[config.mk]
export PLATFORM = sky130hd
export DESIGN_NAME = shift_reg_engine
export DESIGN_NICKNAME = d
export VERILOG_FILES = /design/src/rtl/shift_reg_engine.sv
export SDC_FILE = /design/constraint.sdc
export NUM_CORES = 1
export LEC_CHECK = 0
export CAP_MARGIN = 15
export CORE_ASPECT_RATIO = 1.5
export CORE_MARGIN = 5
export CORE_UTILIZATION = 40
export CTS_CLUSTER_SIZE = 14
export DETAILED_ROUTE_END_ITERATION = 6
export GPL_ROUTABILITY_DRIVEN = 1
export PLACE_DENSITY = 0.77
export SLEW_MARGIN = 40
export SYNTH_ARGS = -nofsm -noshare
export SYNTH_HDL_FRONTEND = slang
export SYNTH_SLANG_ARGS = --single-unit
[constraint.sdc]
create_clock -name clk -period 2.1 [get_ports clk]
set_clock_uncertainty 0.1 [all_clocks]
set_input_delay 0.315 -clock clk [delete_from_list [all_inputs] [get_ports clk]]
set_output_delay 0.315 -clock clk [all_outputs]
set_load 0.005 [all_outputs]
[src/rtl/shift_reg_engine.sv]
// WIDTH-bit storage register with parallel load, clear and multi-step shift/rotate
// commands executed one bit per clock behind a start/busy/done handshake.
module shift_reg_engine #(
   parameter int WIDTH = 8,
   parameter int AMT_W = 4
) (
   input  logic             clk,
   input  logic             rst,
   input  logic             start,
   input  logic [2:0]       mode,
   input  logic [AMT_W-1:0] amt,
   input  logic [WIDTH-1:0] D,
   input  logic             sin,
   output logic [WIDTH-1:0] Q,
   output logic [WIDTH-1:0] Qb,
   output logic             sout,
   output logic             busy,
   output logic             done
);

   localparam logic [2:0] MODE_NOP   = 3'b000;
   localparam logic [2:0] MODE_LOAD  = 3'b001;
   localparam logic [2:0] MODE_SHL   = 3'b010;
   localparam logic [2:0] MODE_SHR   = 3'b011;
   localparam logic [2:0] MODE_ROL   = 3'b100;
   localparam logic [2:0] MODE_ROR   = 3'b101;
   localparam logic [2:0] MODE_ASR   = 3'b110;
   localparam logic [2:0] MODE_CLEAR = 3'b111;

   localparam logic [AMT_W-1:0] CNT_ONE = AMT_W'(1);

   typedef enum logic [1:0] {
      IDLE,
      SHIFT,
      DONE
   } state_t;

   state_t           state_q, state_d;
   logic [WIDTH-1:0] reg_q, reg_d;
   logic [AMT_W-1:0] cnt_q, cnt_d;
   logic [2:0]       modeLatched_q, modeLatched_d;
   logic             sout_q, sout_d;
   logic             busy_q, busy_d;
   logic             done_q, done_d;

   // busy/done come straight from flops so they never glitch on a state decode.
   always_ff @(posedge clk or posedge rst) begin
      if (rst) begin
         state_q       <= IDLE;
         reg_q         <= '0;
         cnt_q         <= '0;
         modeLatched_q <= MODE_NOP;
         sout_q        <= 1'b0;
         busy_q        <= 1'b0;
         done_q        <= 1'b0;
      end else begin
         state_q       <= state_d;
         reg_q         <= reg_d;
         cnt_q         <= cnt_d;
         modeLatched_q <= modeLatched_d;
         sout_q        <= sout_d;
         busy_q        <= busy_d;
         done_q        <= done_d;
      end
   end

   always_comb begin
      state_d       = state_q;
      reg_d         = reg_q;
      cnt_d         = cnt_q;
      modeLatched_d = modeLatched_q;
      sout_d        = sout_q;

      unique case (state_q)
         IDLE: begin
            if (start) begin
               state_d = DONE;
               case (mode)
                  MODE_NOP:   reg_d = reg_q;
                  MODE_LOAD:  reg_d = D;
                  MODE_CLEAR: reg_d = '0;
                  default: begin
                     if (amt != '0) begin
                        modeLatched_d = mode;
                        cnt_d         = amt;
                        state_d       = SHIFT;
                     end
                  end
               endcase
            end
         end
         SHIFT: begin
            cnt_d = cnt_q - CNT_ONE;
            if (cnt_q == CNT_ONE) begin
               state_d = DONE;
            end
            case (modeLatched_q)
               MODE_SHL: begin
                  reg_d  = {reg_q[WIDTH-2:0], sin};
                  sout_d = reg_q[WIDTH-1];
               end
               MODE_SHR: begin
                  reg_d  = {sin, reg_q[WIDTH-1:1]};
                  sout_d = reg_q[0];
               end
               MODE_ROL: begin
                  reg_d  = {reg_q[WIDTH-2:0], reg_q[WIDTH-1]};
                  sout_d = reg_q[WIDTH-1];
               end
               MODE_ROR: begin
                  reg_d  = {reg_q[0], reg_q[WIDTH-1:1]};
                  sout_d = reg_q[0];
               end
               MODE_ASR: begin
                  reg_d  = {reg_q[WIDTH-1], reg_q[WIDTH-1:1]};
                  sout_d = reg_q[0];
               end
               default: begin
                  reg_d  = reg_q;
                  sout_d = sout_q;
               end
            endcase
         end
         DONE: begin
            state_d = IDLE;
         end
         default: begin
            state_d = IDLE;
         end
      endcase

      busy_d = (state_d == SHIFT);
      done_d = (state_d == DONE);
   end

   assign Q    = reg_q;
   assign Qb   = ~reg_q;
   assign sout = sout_q;
   assign busy = busy_q;
   assign done = done_q;

endmodule
; ---- Word level (Yosys, flattened, before mapping)
; Index checks and enable logic that the tools add are counted.
[classes]
add_sub_neg = 1
mux = 14
reduce_logical = 13
n_bitwise = 2
eq_ne = 18
[op_table]
columns = cell, count
row1 = $pmux 8 s5, 1
row2 = $pmux 8 s2, 2
row3 = $eq 3x3->1 const B, 4
row4 = $mux 4, 3
row5 = $reduce_and 4->1, 3
row6 = $mux 2, 4
row7 = $mux 8, 1
row8 = $ne 2x2->1 const B, 4
row9 = $not 8->8, 1
row10 = $pmux 4 s2, 1
row11 = $eq 3x2->1 const B, 2
row12 = $ne 6x6->1 const B, 1
row13 = $reduce_or 3->1, 2
row14 = $ne 5x5->1 const B, 1
row15 = $reduce_and 5->1, 1
row16 = $eq 2x1->1 const B, 2
row17 = $eq 4x1->1 const B, 1
row18 = $pmux 2 s2, 1
row19 = $reduce_bool 2->1, 2
row20 = $reduce_bool 4->1, 1
row21 = $sub 4x1->4 const B, 1
row22 = $eq 3x1->1 const B, 1
row23 = $logic_not 3->1, 1
row24 = $ne 3x1->1 const B, 1
row25 = 6 further kinds, 6
[totals]
output_inout_bits = 19
regBits = 20

; ---- Longest topological paths before layout
; Gate-level depths: netlist of the first run.
[logic_depth]
ltp_word = 6
ltp_mapped = 6
mapped_depth_nobuf = 5

; ---- Worst setup path before layout of the first run
; No wires, ideal clock.
[synth_path]
kind = input-to-reg
startpoint = in mode[2]
endpoint = reg modeLatched_q[1]
path_buffers = 1
t_arrival_ns = 1.528
slack_ns = 0.344
required_time_ns = 1.873
stages = 5
path_cell_list = and3_4 or4_4 buf_6 nor2_4 mux2_1
[synth_via]
elab_chain_len = 4
word_cells_on_any_way = 6
[synth_lines]
columns = element, line_no
row1 = from (decl), 10  ; input logic [2:0] mode,
row2 = "$eq 3x3->1, or another cell as far along", 78  ; case (mode)
row3 = $reduce_or 3->1 (no line) *, n/a
row4 = $not 1->1 (no line) *, n/a
row5 = $reduce_and 4->1 (no line) *, n/a
row6 = to (signal assigned), 60  ; modeLatched_q <= modeLatched_d;
row7 = to (decl), 41  ; logic [2:0] modeLatched_q, modeLatched_d;
; Mark *: on every way between the ends. The rest lies on a longest branch, timed or not.
; A chain may end at the register's enable or synchronous reset.

; ---- Worst setup path after layout of the first run
; Ends and elaborated chain as after synthesis.

==> metrics.md, run 1 <==
| Metric | Value |
|---|---|
| Top Layer Used | met4 |
| Post_cts resized | 0 |
| Setup TNS | 0 ns |
| Starting Density | 40.67% |
| RSZ-0062 raised after global routing | no |
| Routed wire length | 3.896 mm |
| Routed wl met2 | 2.095 mm |
| CP Max Fanout | 5 |
| Die width | 59.50 um |
| Initial antenna violation count | 0 |
| Arrival time at the worst endpoint | 1.96 ns |
| Largest net degree at the start of global routing | 21 |
| Least-Margin Pin Slew | 0.5697 ns |
| Global-route wire length before repair | 6.610 mm |
| Area growth syn-to-layout | 37.70% |
| Fin crit share | 91.33% |
| DR pass1 iterations | 4 |
| Synth warnings | 0 |
| Post-Syn Nets | 185 |
| Core ar. | 3615 um^2 |
| Cell area after layout | 2024 um^2 |
| VDD IR-drop max | 825.8 uV |
| Critical path startpoint category | input pin |
| Reg2reg setup slack | 0.27 ns |
| Placement Cell Area | 1969 um^2 |
| Synth area leader | dfrtp_1 |
| Clock tree sinks | 20 |
| Pwr per Cell Area | 1542 nW/um^2 |
| Asr flop ratio synth | 100.0% |
| Worst R2R Start | modeLatched_q[2] |
| Layout Nets | 235 |
| CTS tree | built |
| Clock-pin slew on the worst setup and hold paths | 0.08 ns |
| Static Leakage | 0.8561 nW |
| Min-delay worst type | input pin to asynchronous set/reset pin |
| Die ar. | 5013 um^2 |
| Initial drt markers | 63 |
| Sequential share of the synthesized area | 34.04% |
| RD Place Congestion | 0.8347 |
| #FFs+latches synth | 20 |
| Reg-to-Reg End | Q[6] |
| Setup Viol. Count Final | 0 |
| Most numerous cell in the Yosys netlist | dfrtp_1 |
| M1 WL | 1.503 mm |
| Antenna Cells | 0 |
| I/O pins | 38 |
| Overall power | 3.123 mW |
| Max-cap check violation count | 0 |
| Post-Syn Instances | 164 |
| Total global routing overflow | 0 |
| Total number of vias | 1480 |
| Number of global-route vias before repair | 1489 |
| Number of enable flip-flop cells after synthesis | 0 |
| CP Class | input pin to flop |
| Drt wl/cell | 15.22 um |
| Num rows | 27 |
| Final Util | 56.01% |
| DRC | 0 |
| Post-DRT Antenna Nets | 0 |
| Die outline height | 84.25 um |
| CTS H-tree lvls | 1 |
| Critical Path End Type | flop |
| Longest Clk Path Bufs | 2 |
| Post-CTS Setup Bufs | 0 |
| Final min period | 1.918 ns |
| Met3 routed WL | 219 um |
| Later-pin clock latency in the skew report | 0.26 ns |
| Synth area leaders | dfrtp_1, mux2i_1, nand3_1 |
| FILL cells | 323 |
| Share of layout cells above drive strength 1 | 15.02% |
| Vias per inst | 5.781 |
| Synth Flop Type | dfrtp_1 |
| Max-slew violations | 0 |
| Synth top cells by count | dfrtp_1, inv_1, nand3_1 |
| HPWL after DPL | 3.103 mm |
| Rel. slew slack | 62.02% |
| Cts bufs inserted | 3 |
| IO buf count | 37 |
| GRT Total Usage | 16.61% |
| Final Hold Fails | 0 |
| Yosys top cell area share | 34.04% |
| Avg Synthesized Cell Area | 8.964 um^2 |
| Post-Syn Area | 1470 um^2 |
| Hold-fix buffer count after cts | 0 |
| Outcome | finished clean |
| Worst reg2reg path depth | 5 |
| Root buffer cell | clkbuf_8 |
| FMAX | 521.4 MHz |
| Critical Path RT | 2.14 ns |
| Unique masters post-synth | 51 |
==> registers in the layout, indices dropped and copies added (netlist names) <==
| signal | cells |
|---|---|
| busy | 1 |
| done | 1 |
| cnt_q | 4 |
| Q | 8 |
| state_q | 2 |
| modeLatched_q | 3 |
| sout | 1 |
==> layout by cell type, fill, tap and decap left out, drive strengths merged, types with 3 or more instances in the layout <==
cell,instances
clkdlybuf4s50,37
dfrtp,20
mux2i,11
nand2b,6
nand2,11
nor3b,4
inv,15
buf,17
o22ai,4
nor2,9
o21ai,4
o211ai,7
nand3,12
clkbuf,4
a21oi,7
o221ai,3
a31oi,3
nor3,3
==> cells by family (layout without fill, tap and decap cells) <==
| group | after synthesis | in the layout | synth area share, % |
|---|---|---|---|
| AND/OR/NAND/NOR | 58 | 58 | 23.24 |
| AO/OA/AOI/OAI | 44 | 44 | 22.72 |
| buffers and inverters | 24 | 73 | 7.404 |
| flip-flops | 20 | 20 | 34.04 |
| multiplexers | 13 | 13 | 9.021 |
| adder cells (fa/ha/maj) | 3 | 3 | 2.383 |
| XOR/XNOR | 2 | 2 | 1.192 |
==> stage by stage <==
step / hold WS [ns] / instances / worst slack, ns
5_1_grt: 0.3236 / 256 / 0.1170
3_5_place_dp: 0.4603 / 252 / -0.09226
3_3_place_gp: 0.4536 / 252 / -0.03879
4_1_cts: 0.2836 / 256 / 0.1856
2_1_floorplan: 0.1788 / 164 / 0.3441
6_report: 0.2749 / 256 / 0.1820
==> where the power goes <==
group | switching [mW] | total [mW] | internal (mW) | leakage [nW]
Sequential | 0.252 | 0.832 | 0.580 | 0.236
Clock | 0.128 | 0.295 | 0.167 | 0.0288
Combinational | 0.948 | 2.00 | 1.05 | 0.592
Total | 1.33 | 3.12 | 1.80 | 0.856
==> worst max-delay path, cell delays in order <==
cell             delay, ns
clkdlybuf4s50_1       0.44
and3_4                0.20
or4_4                 0.56
nor2_4                0.11
mux2_1                0.33
==> routing by layer <==
layer	vias to the layer above	global-route usage, %
met5	-	0
met4	0	6.653
met3	6	2.769
met2	51	29.85
met1	713	18.63
li1	710	-
==> layout make-up <==
type                       instances  area, um^2  share of cell area, %
clock buffer                       4       55.05                  2.719
inverter                          15       56.30                  2.781
multi-input combinational        120       860.8                  42.52
sequential                        20       500.5                  24.72
tap                               43       53.80                  2.658
timing repair buffer              54       498.0                  24.60
==> worst max path at each step <==
stage	from	end	depth (start not counted)
2_1_floorplan	mode[2]	modeLatched_q[1]	5
3_3_place_gp	mode[2]	modeLatched_q[1]	5
3_5_place_dp	mode[2]	modeLatched_q[1]	5
4_1_cts	mode[2]	modeLatched_q[1]	5
5_1_grt	modeLatched_q[2]	Q[5]	5
6_report	mode[2]	modeLatched_q[1]	5
Note: power is estimated with default switching activity, not from simulation.
==> run 2, diff against run 1 <==
--- a/config.mk
+++ b/config.mk
@@ -13,6 +13,7 @@
 export DETAILED_ROUTE_END_ITERATION = 6
 export GPL_ROUTABILITY_DRIVEN = 1
 export PLACE_DENSITY = 0.77
+export SKIP_LAST_GASP = 1
 export SLEW_MARGIN = 40
 export SYNTH_ARGS = -nofsm -noshare
 export SYNTH_HDL_FRONTEND = slang
==> results of run 2 <==
No change in the layout: final DEF, timing and power equal those of run 1.
==> run 3, diff against run 2 <==
==> constraint.sdc (replaced) <==
create_clock -name clk -period 1.8 [get_ports clk]
set_clock_uncertainty 0.1 [all_clocks]
set_input_delay 0.27 -clock clk [delete_from_list [all_inputs] [get_ports clk]]
set_output_delay 0.27 -clock clk [all_outputs]
set_load 0.005 [all_outputs]
==> run 3 against run 2 <==
Compared with the run above: sequential power grew 11%; die area is the same; combinational power is 31% higher; critical path depth did not move; wire length rose by 12%; register-to-register slack lost 0.25 ns; clock power shrank 3%; flip-flop and latch count unchanged; clock-buffer cell count is 1 lower; total power up 23%; critical endpoint is now Q[0]; largest cell class unchanged; largest power group unchanged.
==> metrics.md, run 3 (synthesized netlist as in run 1, its figures left out) <==
| Metric | Value |
|---|---|
| Critical Path End Type | flop |
| Min-delay worst type | input pin to asynchronous set/reset pin |
| CP Max Fanout | 6 |
| Core ar. | 3615 um^2 |
| Clock power frac | 7.4% |
| Share of layout cells above drive strength 1 | 23.01% |
| Critical path startpoint category | flop |
| Max-slew violations | 0 |
| Starting Density | 40.67% |
| Worst hold-check slack | 0.2425 ns |
| Critical Path RT | 1.83 ns |
| Max-cap check violation count | 0 |
| Static Leakage | 0.9701 nW |
| Worst R2R Start | state_q[1] |
| RD Place Congestion | 0.8369 |
| Fin crit share | 98.77% |
| Sequential share of power | 24.1% |
| Cts bufs inserted | 3 |
| Reg-to-Reg End | Q[0] |
| Vias per inst | 5.684 |
| Outcome | finished clean |
| Area growth syn-to-layout | 47.32% |
| Switching share of total power | 43.07% |
| Num rows | 27 |
| Combinational cell fraction of total power | 68.5% |
| FMAX | 562.5 MHz |
| Rel. slew slack | 67.49% |
| Antenna Cells | 0 |
| Die ar. | 5013 um^2 |
| Final min period | 1.778 ns |
| DRC | 0 |
| Dpl cells | 265 |
| Root buffer cell | clkbuf_8 |
| Most common cell after layout, fill and taps aside | clkdlybuf4s50_1 |
| Commonest cells after routing, fill and taps aside | clkdlybuf4s50_1, buf_4, dfrtp_1 |
| Longest Clk Path Bufs | 2 |
| FILL cells | 296 |
| Total number of vias | 1529 |
| Critical path startpoint | state_q[1] |
| Die width | 59.50 um |
| CP Class | flop to flop |
| VDD IR-drop max | 1009 uV |
| Drt wl/cell | 16.23 um |
| Setup Viol. Count Final | 0 |
| Global-route wire length before repair | 6.879 mm |
| I/O pins | 38 |
| Clock tree sinks | 20 |
| Setup slack after layout | 0.02210 ns |
| Setup TNS | 0 ns |
| Overall power | 3.836 mW |
| Internal | 2.184 mW |
| Initial drt markers | 45 |
| Post-Place Setup Slack | -0.3503 ns |
| Routed wire length | 4.366 mm |
| Clock-pin slew on the worst setup and hold paths | 0.07 ns |
| Total global routing overflow | 0 |
| GRT Total Usage | 17.43% |
| Number of global-route vias before repair | 1535 |
| Initial antenna violation count | 0 |
| RSZ-0062 raised after global routing | yes |
| Arrival time at the worst endpoint | 1.80 ns |
| Largest net degree at the start of global routing | 21 |
| Reg2reg setup slack | 0.02 ns |
| Least-Margin Pin Slew | 0.4859 ns |
| Later-pin clock latency in the skew report | 0.25 ns |
| Layout Nets | 249 |
| Die outline height | 84.25 um |
| CTS H-tree lvls | 1 |
| Post-DRT Antenna Nets | 0 |
| HPWL after DPL | 3.295 mm |
| Max reg flops | 8 |
| CTS tree | built |
| Final Hold Fails | 0 |
| Pwr per Cell Area | 1771 nW/um^2 |
| IO buf count | 37 |
| NetSw | 1.652 mW |
| DR pass1 iterations | 4 |
| Worst reg2reg path depth | 5 |
| Layout Cells excl Fill | 269 |
[run 3: cell count changes in the layout (fill, tap and decap cells not counted), sizes merged]
cell	change
dlygate4sd2	+2
dlymetal6s2s	+4
clkdlybuf4s50	-6
buf	+14
clkbuf	-1
[run 3: repair_timing]
item	4_1_cts	5_1_grt
hold buffers	0	0
buffers inserted	0	1
pin swaps	1	5
setup endpoints to repair	3	13
gates resized for setup	4	13
[run 3: stage by stage]
stage	util [%]	cell area [um^2]
finish	59.92	2166
global placement	57.18	2067
detailed placement	57.18	2067
CTS	58.46	2113
floorplan	-	1470
global route	59.92	2166
[run 3: layout make-up]
cell class | count | area [um^2] | area share (%)
clock buffers | 3 | 41.29 | 1.906
inverters | 15 | 56.30 | 2.600
flip-flops and latches | 20 | 500.5 | 23.11
repair buffers | 68 | 614.3 | 28.37
well taps | 43 | 53.80 | 2.484
multi-input cells | 120 | 899.6 | 41.54
[run 3: per-layer routing]
layer / up-vias / track usage (%) / share of wire, %
met5: - / 0 / 0
met4: 0 / 7.460 / 2.6
met3: 11 / 2.308 / 4.2
met2: 46 / 30.25 / 54
met1: 738 / 20.75 / 40
li1: 734 / - / -
[run 3: worst max-delay path: stages, from the launching register on]
cell and delay, ns:
dfrtp_1 0.43, buf_4 0.18, nand4bb_1 0.30, o32a_1 0.35, a21oi_1 0.19, a22oi_1 0.10
[run 3: worst max-delay path by stage]
stage	to	depth (start not counted)
after global routing	Q[5]	4
after CTS	modeLatched_q[1]	5
after floorplan	sout	4
final	Q[0]	5
after global placement	modeLatched_q[1]	5
after detailed placement	modeLatched_q[1]	5
[run 3: power by group through the flow]
stage	logic [mW]	registers [mW]	clock network, mW
after floorplan	1.50	0.886	0
after global placement	2.44	0.912	0
after detailed placement	2.50	0.923	0
after CTS	2.51	0.916	0.288
after global routing	2.89	0.950	0.310
final	2.63	0.925	0.285
